<file path="config.mk">
export PLATFORM = sky130hd
export DESIGN_NAME = adder_arbiter
export DESIGN_NICKNAME = d
export VERILOG_FILES = /design/src/rtl/adder_arb_pkg.sv /design/src/rtl/adder.sv /design/src/rtl/adder_arbiter.sv
export SDC_FILE = /design/constraint.sdc
export NUM_CORES = 1
export LEC_CHECK = 0
export ABC_AREA = 0
export ABC_CLOCK_PERIOD_IN_PS = 7000
export CAP_MARGIN = 40
export CORE_MARGIN = 2
export CORE_UTILIZATION = 35
export CTS_CLUSTER_SIZE = 14
export DETAILED_ROUTE_END_ITERATION = 10
export PLACE_DENSITY = 0.77
export SLEW_MARGIN = 20
export SYNTH_ARGS = -nofsm -noshare
export SYNTH_HDL_FRONTEND = slang
export SYNTH_SLANG_ARGS = --single-unit
</file>
<file path="constraint.sdc">
create_clock -name clk -period 7 [get_ports clk]
set_clock_uncertainty 0.15 [all_clocks]
set_input_delay 0.7 -clock clk [delete_from_list [all_inputs] [get_ports clk]]
set_output_delay 0.7 -clock clk [all_outputs]
set_load 0.01 [all_outputs]
</file>
<file path="src/rtl/adder_arb_pkg.sv">
// Shared types, constants and the round-robin search for adder_arbiter.
package adder_arb_pkg;

   localparam int unsigned DATA_W   = 32;
   localparam int unsigned ID_MAX_W = 3;   // enough for up to 8 requesters
   localparam int unsigned SRCH_W   = 8;   // search window, max requester count

   // Result-register occupancy
   typedef enum logic {
      EMPTY = 1'b0,
      FULL  = 1'b1
   } out_state_t;

   // Response payload as seen by a consumer
   typedef struct packed {
      logic [ID_MAX_W-1:0] id;
      logic [DATA_W-1:0]   sum;
      logic                cout;
      logic                ovf;
   } rsp_t;

   // First valid index at or after ptr, wrapping at n; returns {found, index}
   function automatic logic [ID_MAX_W:0] next_grant(input logic [SRCH_W-1:0]   valid,
                                                     input logic [ID_MAX_W-1:0] ptr,
                                                     input int unsigned          n);
      logic [ID_MAX_W:0] res;
      int unsigned       idx;
      res = '0;
      for (int unsigned off = 0; off < SRCH_W; off++) begin
         idx = 32'(ptr) + off;
         if (idx >= n) begin
            idx = idx - n;
         end
         if ((off < n) && !res[ID_MAX_W] && valid[idx[ID_MAX_W-1:0]]) begin
            res = {1'b1, idx[ID_MAX_W-1:0]};
         end
      end
      return res;
   endfunction

endpackage

</file>
<file path="src/rtl/adder.sv">
// Existing 32-bit ripple adder with carry in and carry out.
module adder
   import adder_arb_pkg::*;
(
   input  logic [DATA_W-1:0] a,
   input  logic [DATA_W-1:0] b,
   input  logic              cin,
   output logic [DATA_W-1:0] f,
   output logic              cout
);

   // Unsigned 33-bit sum
   always_comb begin
      {cout, f} = (DATA_W+1)'(a) + (DATA_W+1)'(b) + (DATA_W+1)'(cin);
   end

endmodule

</file>
<file path="src/rtl/adder_arbiter.sv">
// Round-robin arbiter sharing one adder among N_REQ requesters, with a
// single registered response slot that can drain and refill in one cycle.
// Optional feature: define ADDER_ARB_OVF_EN to add the signed-overflow
// output rsp_ovf and its register.
module adder_arbiter
   import adder_arb_pkg::*;
#(
   parameter int unsigned N_REQ = 4,
   parameter int unsigned ID_W  = 2
)
(
   input  logic                    clk,
   input  logic                    rst_n,
   input  logic [N_REQ-1:0]        req_valid,
   output logic [N_REQ-1:0]        req_ready,
   input  logic [DATA_W*N_REQ-1:0] req_a,
   input  logic [DATA_W*N_REQ-1:0] req_b,
   input  logic [N_REQ-1:0]        req_cin,
   output logic                    rsp_valid,
   input  logic                    rsp_ready,
   output logic [ID_W-1:0]         rsp_id,
   output logic [DATA_W-1:0]       rsp_sum,
   output logic                    rsp_cout,
`ifdef ADDER_ARB_OVF_EN
   output logic                    rsp_ovf,
`endif
   output logic [15:0]             grant_cnt
);

   out_state_t          state_q;
   out_state_t          state_d;
   logic [ID_W-1:0]     rr_ptr;
   logic [ID_MAX_W:0]   search;
   logic [ID_MAX_W-1:0] gidx;
   logic [ID_MAX_W-1:0] ptr_nxt;
   logic                found;
   logic                slot_free;
   logic                xfer;
   logic [DATA_W-1:0]   a_sel;
   logic [DATA_W-1:0]   b_sel;
   logic                cin_sel;
   logic [DATA_W-1:0]   add_f;
   logic                add_cout;

   assign rsp_valid = (state_q == FULL);

   // Arbitration: slot bypass, round-robin pick, one-hot ready
   always_comb begin
      slot_free = (state_q == EMPTY) || rsp_ready;
      search    = next_grant(SRCH_W'(req_valid), ID_MAX_W'(rr_ptr), N_REQ);
      found     = search[ID_MAX_W];
      gidx      = search[ID_MAX_W-1:0];
      xfer      = rst_n && slot_free && found;
      req_ready = xfer ? (N_REQ'(1) << gidx) : '0;
      ptr_nxt   = (gidx == ID_MAX_W'(N_REQ - 1)) ? '0 : gidx + ID_MAX_W'(1);
   end

   // Grant mux feeding the shared adder
   always_comb begin
      a_sel   = '0;
      b_sel   = '0;
      cin_sel = 1'b0;
      for (int i = 0; i < int'(N_REQ); i++) begin
         if (gidx == ID_MAX_W'(i)) begin
            a_sel   = req_a[i*DATA_W +: DATA_W];
            b_sel   = req_b[i*DATA_W +: DATA_W];
            cin_sel = req_cin[i];
         end
      end
   end

   adder u_adder (
      .a    (a_sel),
      .b    (b_sel),
      .cin  (cin_sel),
      .f    (add_f),
      .cout (add_cout)
   );

   // Occupancy state register
   always_ff @(posedge clk or negedge rst_n) begin
      if (!rst_n) begin
         state_q <= EMPTY;
      end else begin
         state_q <= state_d;
      end
   end

   // Occupancy next state: fill on transfer, empty on drain without refill
   always_comb begin
      state_d = state_q;
      case (state_q)
         EMPTY: begin
            if (xfer) begin
               state_d = FULL;
            end
         end
         FULL: begin
            if (xfer) begin
               state_d = FULL;
            end else if (rsp_ready) begin
               state_d = EMPTY;
            end
         end
         default: state_d = EMPTY;
      endcase
   end

   // Result registers and round-robin pointer load on transfer only
   always_ff @(posedge clk or negedge rst_n) begin
      if (!rst_n) begin
         rsp_sum  <= '0;
         rsp_cout <= 1'b0;
         rsp_id   <= '0;
         rr_ptr   <= '0;
      end else if (xfer) begin
         rsp_sum  <= add_f;
         rsp_cout <= add_cout;
         rsp_id   <= ID_W'(gidx);
         rr_ptr   <= ID_W'(ptr_nxt);
      end
   end

   // Accepted-operation counter, wraps at 2^16
   always_ff @(posedge clk or negedge rst_n) begin
      if (!rst_n) begin
         grant_cnt <= '0;
      end else if (xfer) begin
         grant_cnt <= grant_cnt + 16'd1;
      end
   end

`ifdef ADDER_ARB_OVF_EN
   // Signed overflow: like-signed operands producing an opposite-signed sum
   always_ff @(posedge clk or negedge rst_n) begin
      if (!rst_n) begin
         rsp_ovf <= 1'b0;
      end else if (xfer) begin
         rsp_ovf <= (a_sel[DATA_W-1] == b_sel[DATA_W-1]) &&
                    (add_f[DATA_W-1] != a_sel[DATA_W-1]);
      end
   end
`endif

endmodule

</file>
# Word level (Yosys, flattened, before mapping)
# Cells that the tools add are included.
# word_totals
reg_bits,54
latch_bits,0
mem_bits_rw,0
romBits,0
out_inout_bits,56
wordCells,74
n_memories,0
# classes
addsub,11
multipliers,0
div,0
n_lt_le_gt_ge,8
n_eq_ne,3
n_shift,1
mux,34
n_bitwise,1
n_reduce_logical,10
# ops
cell,n
$mux 32,8
$add 32x32->33,1
$add 33x1->33,1
$mux 4,5
$add 16x1->16 const B,1
$lt 3x4->1 const B,4
$bmux 1 s3,4
$mux 3,4
$mux 1,11
$ge 3x3->1 const B,3
$sub 3x3->3 const B,3
$add 2x2->3 const B,2
$eq 3x2->1 const B,2
$logic_and 1x1->1,5
$shl 1x3->4 const A,1
$add 2x1->3 const B,1
$eq 3x1->1 const B,1
$ge 2x3->1 const B,1
$logic_not 1->1,3
$logic_not 3->1,1
$sub 2x3->3 const B,1
$add 2x1->2 const B,1
$mux 2,1
$pmux 1 s2,1
other kinds (2),2

# Depth between registers and ports, before layout
# Gate-level depths: netlist of run 1.
# logic_depth
word_depth,21
ltp_mapped,25

# By module
# Synthesis of run 1 repeated with hierarchy kept, for this count alone.
# unflattened
cells_unflattened,851
hier_area_um2,7171.9
# modules_own_cells
mod,n_inst,cells_each,area_per_inst_um2
adder_arbiter,1,593,5341.4
adder,1,258,1830.5

# Least setup slack after synthesis of run 1
# OpenSTA, ideal clock, no wires.
# synth_path
path_kind,register to register
start,reg rr_ptr[0]
end,reg rsp_sum[30]
setup_time_ns,0.087
arrival_ns,5.077
required_ns,6.763
path_slack_ns,1.687
stages_incl_launch_ff,22
n_path_buf,3
synth_period_minus_slack_ns,5.313
cell_sequence,dfrtp_1 buf_6 inv_1 ha_1 mux4_2 a211o_1 nand2b_1 a22oi_1 ha_1 and2_1 buf_2 clkbuf_1 a2bb2oi_1 fa_1 fa_1 nand2b_1 a21o_1 a32o_1 a21oi_1 a41oi_1 or4_1 o211ai_1
# synth_via
elab_chain_len,21
word_cells_on_any_way,52
cone_classes,add/sub (9); order compare (4); eq/ne (3); mux (28); reduce/logical (8)
# synth_rtl
element,line,source
"start, declared",adder_arbiter.sv:32,logic [ID_W-1:0] rr_ptr;
"start signal, assigned",adder_arbiter.sv:120,rr_ptr <= ID_W'(ptr_nxt);
branches (longest 13 deep; another with $add 2x1->3),n/a,
$mux 4 (*),adder_arb_pkg.sv:34,if ((off < n) && !res[ID_MAX_W] && valid[idx[ID_MAX_W-1:0]]) begin
via search[0],adder_arbiter.sv:33,logic [ID_MAX_W:0] search;
$logic_not 3->1,adder_arbiter.sv:64,if (gidx == ID_MAX_W'(i)) begin
$mux 32 (4 in a row),adder_arbiter.sv:64,
$add 32x32->33,adder.sv:14,"{cout, f} = (DATA_W+1)'(a) + (DATA_W+1)'(b) + (DATA_W+1)'(cin);"
$add 33x1->33 (*),adder.sv:14,
"end signal, assigned",adder_arbiter.sv:112,rsp_sum <= '0;
"end signal, assigned",adder_arbiter.sv:117,rsp_sum <= add_f;
"end, declared",adder_arbiter.sv:22,"output logic [DATA_W-1:0] rsp_sum,"
# Mark *: on every way through the listed nets, which the timed path passes. The select of a mux whose other input is x is not followed.
# A chain may end at the register's enable or synchronous reset.

# Worst setup path after layout of run 1
# layout_path
start,reg rr_ptr[0]
end,reg rsp_sum[28]
# The elaborated chain is that of the path after synthesis.

==> key figures, run 1 <==
Run status
  • Outcome: finished clean

Worst hold path
  • Worst hold path cell count: 2
  • Worst Hold Path EP: rsp_sum[21]
  • Worst hold path startpoint: rsp_sum[21]
  • Hold Path Class: flip-flop to flip-flop

Critical path
  • CP Capture Type: flip-flop
  • Buf/Inv on CP: 3
  • Setup CP Type: flip-flop to flip-flop
  • Worst r2r src: rr_ptr[0]
  • Register-to-Register Path Depth: 21
  • Startpoint types: flip-flop
  • Reg2reg end: rsp_sum[28]
  • Reg2reg setup slack: between 0.8 and 0.9 ns
  • Crit-path leading delay family: compound AO/OA/AOI/OAI gates
  • CP max-delay cell: dfrtp_1
  • Top cell by count, worst path: ha_1
  • Worst-path maximum fanout: 65
  • Critical path required time: 7.00 ns
  • Crit path arrival time: 6.19 ns
  • Max incr delay on CP: about 0.63 ns
  • Crit-path cells: inv_1 > ha_1 > mux4_2 > a211o_1 > nand2b_1 > a22oi_1 > inv_1 > ha_1 > nand2_1 > nor2_4 > buf_12 > a221oi_1 > o21ai_0 > ha_1 > a21oi_1 > a21boi_0 > a311oi_1 > nand2_1 > o31ai_1 > xor2_1 > o21ai_0

Die
  • Die Wd: 136 um
  • Die height: 136 um
  • Core area: 17180 um2
  • # IOs: between 300 and 400
  • Initial Utilization: 35.50%
  • Number of cell rows: between 40 and 50
  • Die area: 18500 um2

STA
  • Fmax: 0.1616 GHz
  • Final max-slew violation count: 0
  • Final period util: 88.39%
  • Final setup TNS: 0 ns
  • Fin crit period: 6.187 ns
  • Normalized max-slew margin: 45.52%
  • RSZ-0062 raised after global routing: no
  • Slew @ Worst Pin: a little over 0.8 ns
  • Final hold vios: 0
  • Final setup fails: 0

Routing
  • Drt wl/cell: 18.78 um
  • 1st-pass router iterations: 5
  • Drt drc: 0
  • Final wirelength: ~25 mm
  • DR vias: approximately 7400
  • Remaining antenna violation count after routing: 0
  • 1st-iter DRT viols: 472
  • Via/cell ratio: 5.673

Global route
  • Vias in the first global route: 7037
  • Largest net degree at the start of global routing: 84
  • Grt total ovfl: 0
  • Total track usage: roughly 26%
  • Initial antenna violation count: 1
  • First-pass GRT wire length: 37.53 mm

Run
  • # Max-Cap Violations: 0

Synthesis
  • Post-synth top cells: nand2_1 (136), o21ai_0 (116), a221oi_1 (63)
  • Ys async rst share: 100.0%
  • Synth Instances: 812
  • Synth unique cells: 68
  • Avg Cell Area, Syn: 7.510 um2
  • Yosys Warn Count: 0
  • Post-synth top area cell: dfrtp_1
  • Seq/Total Area, Yosys: 22.16%
  • Most frequent cell after synthesis: nand2_1
  • Area share of the largest cell type after synthesis: ~22%
  • Post-synth top flop: dfrtp_1
  • FF+latch count, synth: 54
  • Mapped Area: between 6000 and 7000 um2
  • Top area cells in the synthesized netlist: dfrtp_1 (22%), o21ai_0 (9.5%), a221oi_1 (9.0%), ha_1 (8.4%), nand2_1 (8.4%)
  • Post-synth EDFFs: 0
  • Syn_nets: 1122

Layout
  • # fillers: 1652
  • Post-route cell area: 9559 um2
  • Layout cell share with drive strength beyond 1: between 3 and 4%
  • Layout area overhead: 56.75%
  • Post-layout nets: approximately 1400

Clock tree
  • Setup Fix Bufs, Post-CTS: 0
  • Total number of H-tree levels: 2
  • Post-CTS Hold Buffers: 0
  • Total CTS buffers: 5
  • CTS resizes: 0
  • Clock Sink Count: 54
  • CTS tree: built
  • Root buf cell: clkbuf_16
  • Clock transition at the registers of the reported paths: 0.08 ns
  • CTS Buffer Depth: 2
  • Worst-skew pair later-pin latency: approximately 0.29 ns

Place
  • Placed Area: 9403 um2
  • Port Buf Inserts: 322
  • DPL Wire Length: about 19 mm
  • Gpl congestion: 0.9578
[through the flow]
| step | hold slack, ns | worst slack, ns | util [%] | std cells |
|---|---|---|---|---|
| after detailed placement | 0.3208 | 0.7293 | 54.74 | 1304 |
| after floorplan | 0.2544 | 1.687 | - | 812 |
| after CTS | 0.3392 | 0.8828 | 55.64 | 1312 |
| after global routing | 0.3591 | 0.3612 | 55.65 | 1313 |
| after global placement | 0.3065 | 0.9070 | 54.74 | 1304 |
| final | 0.3295 | 0.8125 | 55.65 | 1313 |
[cell families (layout without fill, tap and decap cells)]
logic type,Yosys count,after routing,share of synthesized area [%]
adders and majority gates,43,43,9.069
DFF,54,54,22.16
xor gates and xnor gates,38,38,5.458
buffers and inverters,73,348,6.155
other,0,1,0
AOI/OAI and AO/OA,346,346,36.13
muxes,10,10,2.318
and+or+nand+nor,248,248,18.71
[flip-flops by register name, indices dropped and copies added, names as in the netlist]
| register | count |
|---|---|
| rsp_valid | 1 |
| rsp_cout | 1 |
| rsp_id | 2 |
| rsp_sum | 32 |
| rr_ptr | 2 |
| grant_cnt | 16 |
[cell type report]
cell class,count,area [um2],share of cell area (%)
multi-input cells,685,4388,45.90
clock buffers,5,125.1,1.309
inverters,9,33.78,0.3534
well taps,225,281.5,2.945
diodes,1,2.502,0.02618
clock inverters,3,28.78,0.3010
repair buffers,331,3348,35.03
flip-flops and latches,54,1351,14.14
[how the worst max path moves through the flow]
stage,from,to,slack [ns],cells past startpoint
6_report,rr_ptr[0],rsp_sum[28],0.81,21
5_1_grt,rr_ptr[0],rsp_sum[19],0.36,22
4_1_cts,rr_ptr[0],rsp_sum[28],0.88,19
3_5_place_dp,req_valid[2],rsp_sum[28],0.73,18
3_3_place_gp,req_valid[2],rsp_sum[30],0.91,21
2_1_floorplan,rr_ptr[0],rsp_sum[30],1.69,21
[tightest hold or removal path, cell delays in order (launching register included)]
cell     delay [ns]
dfrtp_1        0.35
nand2_1        0.04
o21ai_0        0.05
[cell usage in the layout (no fill, tap or decap), drive strengths merged, types with 3 or more instances in the layout]
cell type and n:
dfrtp 54, mux2 3, nand2b 9, nor2 33, a21o 14, a22o 3, a31oi 8, nor3 6
clkbuf 5, a211oi 5, xor2 13, a2bb2oi 3, nor2b 6, nand3 13, mux4 3, and2 7
o211ai 4, nand3b 3, buf 10, mux2i 4, a221oi 63, a21boi 3, and3 13, a22oi 3
inv 11, xnor2 25, o21ai 171, a21oi 35, a211o 4, nand2 136, o31ai 4, o311ai 6
nand4 12, o21a 6, ha 41, clkdlybuf4s50 321
[layer usage]
layer / up-vias / part of all wire [%] / GRT usage [%]
met4: 0 / 2.4 / 6.539
met5: - / 0 / 0
met1: 3460 / 44 / 34.77
met3: 42 / 6.8 / 4.288
met2: 343 / 47 / 42.18
li1: 3603 / - / -
Power of run 1 is left out: the tool's default activity adds up to more than one toggle a clock period on the data nets, which glitch-free logic cannot reach.
==> inputs of run 2 (changes only) <==
- ABC_CLOCK_PERIOD_IN_PS: 7000 -> 5800
- CTS_BUF_LIST: default -> sky130_fd_sc_hd__clkbuf_16
- clock period: 7 -> 5.8 ns (I/O delays scaled with it)
==> run 2 against run 1 <==
Compared with the run above: fmax is 14% higher; clock-buffer cell count unchanged; cell area increased by 3.0%; setup slack lost 0.45 ns; non-clock buffer count up 35; global-route usage increased by 0.20 points.
==> key figures, run 2 (synthesized netlist as in run 1, its figures left out) <==
Clock tree
  • Post-CTS Hold Buffers: 0 (unchanged)
  • Total CTS buffers: 5 (unchanged)
  • CTS Buffer Depth: 2 (unchanged)
  • Clock transition at the registers of the reported paths: 0.07 ns (about the same)
  • Root buf cell: clkbuf_16
  • Worst-skew pair later-pin latency: 0.29 ns (about the same)
  • Total number of H-tree levels: 2 (unchanged)
  • Clock Sink Count: 54 (unchanged)
  • CTS tree: built
  • Setup Fix Bufs, Post-CTS: 0 (unchanged)
  • CTS resizes: 0 (unchanged)

Global route
  • M1 GR Usage: 35.65% (+0.87 points)
  • Initial antenna violation count: 1 (unchanged)
  • Met2 GRT Util: 42.99% (+0.81 points)
  • Total track usage: 25.82% (+0.20 points)
  • Most Crowded Layer GR: met2
  • First-pass GRT wire length: 38.01 mm (+1.3%)
  • Vias in the first global route: 7148 (+1.6%)
  • Grt total ovfl: 0 (unchanged)
  • Largest net degree at the start of global routing: 74 (-12%)
  • GRT met3 Usage: 3.132% (-1.2 points)

STA
  • Normalized max-slew margin: 50.98% (+5.5 points)
  • Worst setup margin: 0.3582 ns (-0.4543 ns)
  • Final max-slew violation count: 0 (unchanged)
  • Final setup TNS: 0 ns (unchanged)
  • Fin crit period: 5.442 ns (-0.7457 ns)
  • Slew @ Worst Pin: 0.7352 ns (-0.08193 ns)
  • Fmax: 0.1838 GHz (+14%)
  • Final period util: 93.82% (+5.4 points)
  • Final setup fails: 0 (unchanged)
  • RSZ-0062 raised after global routing: no
  • Hold_ws: 0.2749 ns (-0.05458 ns)
  • Final hold vios: 0 (unchanged)

Layout
  • Area of the multi-input gates: 4407 um2 (+0.43%)
  • Biggest register: rsp_sum
  • # fillers: 1660 (+0.48%)
  • Layout cell share with drive strength beyond 1: 7.041% (+3.4 points)
  • Max reg flops: 32 (unchanged)
  • Top flop regs: rsp_sum (32), grant_cnt (16)
  • Post-layout nets: 1431 (+2.5%)
  • Commonest non-fill, non-tap cell in the layout: clkdlybuf4s50_1
  • Non-Filler Instances: 1348 (+2.7%)
  • Seq. cell area: 1353 um2 (about the same)
  • Commonest non-fill, non-tap cells in the layout: clkdlybuf4s50_1 (321), nand2_1 (134), o21ai_0 (116)
  • Layout area overhead: 61.45%

Die
  • Initial Utilization: 35.50% (unchanged)
  • # IOs: 323 (unchanged)
  • Number of cell rows: 48 (unchanged)
  • Die area: 18500 um2 (unchanged)
  • Die height: 136 um (unchanged)
  • Core area: 17180 um2 (unchanged)
  • Die Wd: 136 um (unchanged)

Routing
  • 1st-pass router iterations: 5 (unchanged)
  • 1st-iter DRT viols: 376 (-20%)
  • Via/cell ratio: 5.518 (-2.7%)
  • Remaining antenna violation count after routing: 0 (unchanged)
  • DR vias: 7438 (-0.13%)
  • Drt wl/cell: 18.15 um (-3.4%)
  • Drt drc: 0 (unchanged)
  • Final wirelength: 24.46 mm (-0.81%)

Critical path
  • Startpoint types: flip-flop
  • Reg2reg end: rsp_sum[30]
  • CP Capture Type: flip-flop
  • Reg2reg setup slack: 0.36 ns (-0.45 ns)
  • Register-to-Register Path Depth: 19 (-9.5%)
  • Critical path required time: 5.86 ns (-1.14 ns)
  • Setup CP Type: flip-flop to flip-flop
  • Crit path arrival time: 5.51 ns (-0.68 ns)
  • Worst-path maximum fanout: 6 (-91%)
  • Worst r2r src: rr_ptr[1]

Place
  • Gpl congestion: 0.9285 (-3.1%)
  • Port Buf Inserts: 322 (unchanged)
  • Placed cells: 1339 (+2.7%)
  • Post-Place Worst Slack: -0.02977 ns (-0.7591 ns)
  • DPL Wire Length: 19.71 mm (+1.6%)

Run
  • # Max-Cap Violations: 0 (unchanged)

Worst hold path
  • Hold Path Class: primary input to asynchronous set/reset pin

Run status
  • Outcome: finished clean
-- run 2: worst max path at each step --
stage,startpoint,slack (ns),endpoint
2_1_floorplan,rr_ptr[0],0.49,rsp_sum[30]
3_3_place_gp,req_valid[2],0.04,rsp_sum[28]
3_5_place_dp,req_valid[2],-0.03,rsp_sum[28]
4_1_cts,rr_ptr[1],0.18,rsp_sum[28]
5_1_grt,rr_ptr[1],0.01,rsp_sum[20]
6_report,rr_ptr[1],0.36,rsp_sum[30]
-- run 2: final cells by class --
cell class / instances / area share [%]
inverters: 9 / 0.3431
clock inverters: 3 / 0.2033
flip-flops and latches: 54 / 13.74
clock buffers: 5 / 1.271
well taps: 225 / 2.859
multi-input cells: 685 / 44.76
repair buffers: 366 / 36.80
diodes: 1 / 0.02542
-- run 2: layer usage --
metal / up-vias / part of all wire [%]
met5: - / 0
met4: 0 / 1.8
met3: 23 / 5.7
met2: 285 / 48
met1: 3465 / 45
li1: 3665 / -
-- run 2: metrics by stage --
step,utilization [%],instance area (um2)
final,57.32,9846
after global routing,57.32,9846
after CTS,57.19,9823
after detailed placement,56.34,9678
after global placement,56.34,9678
after floorplan,-,6098
-- run 2: worst max-delay path, stage by stage, from the launching register on --
cell       delay, ns
dfrtp_2         0.43
inv_1           0.11
ha_1            0.39
mux4_2          0.36
a211o_1         0.29
nand2b_1        0.17
a22oi_1         0.26
ha_1            0.28
and2_2          0.24
a221oi_1        0.09
a2bb2oi_1       0.17
fa_1            0.47
fa_1            0.42
nand2b_1        0.19
a21o_1          0.19
a32o_1          0.28
a21oi_2         0.22
a41oi_1         0.17
or4_1           0.42
o211ai_1        0.09
Power of run 2 is left out for the same reason.
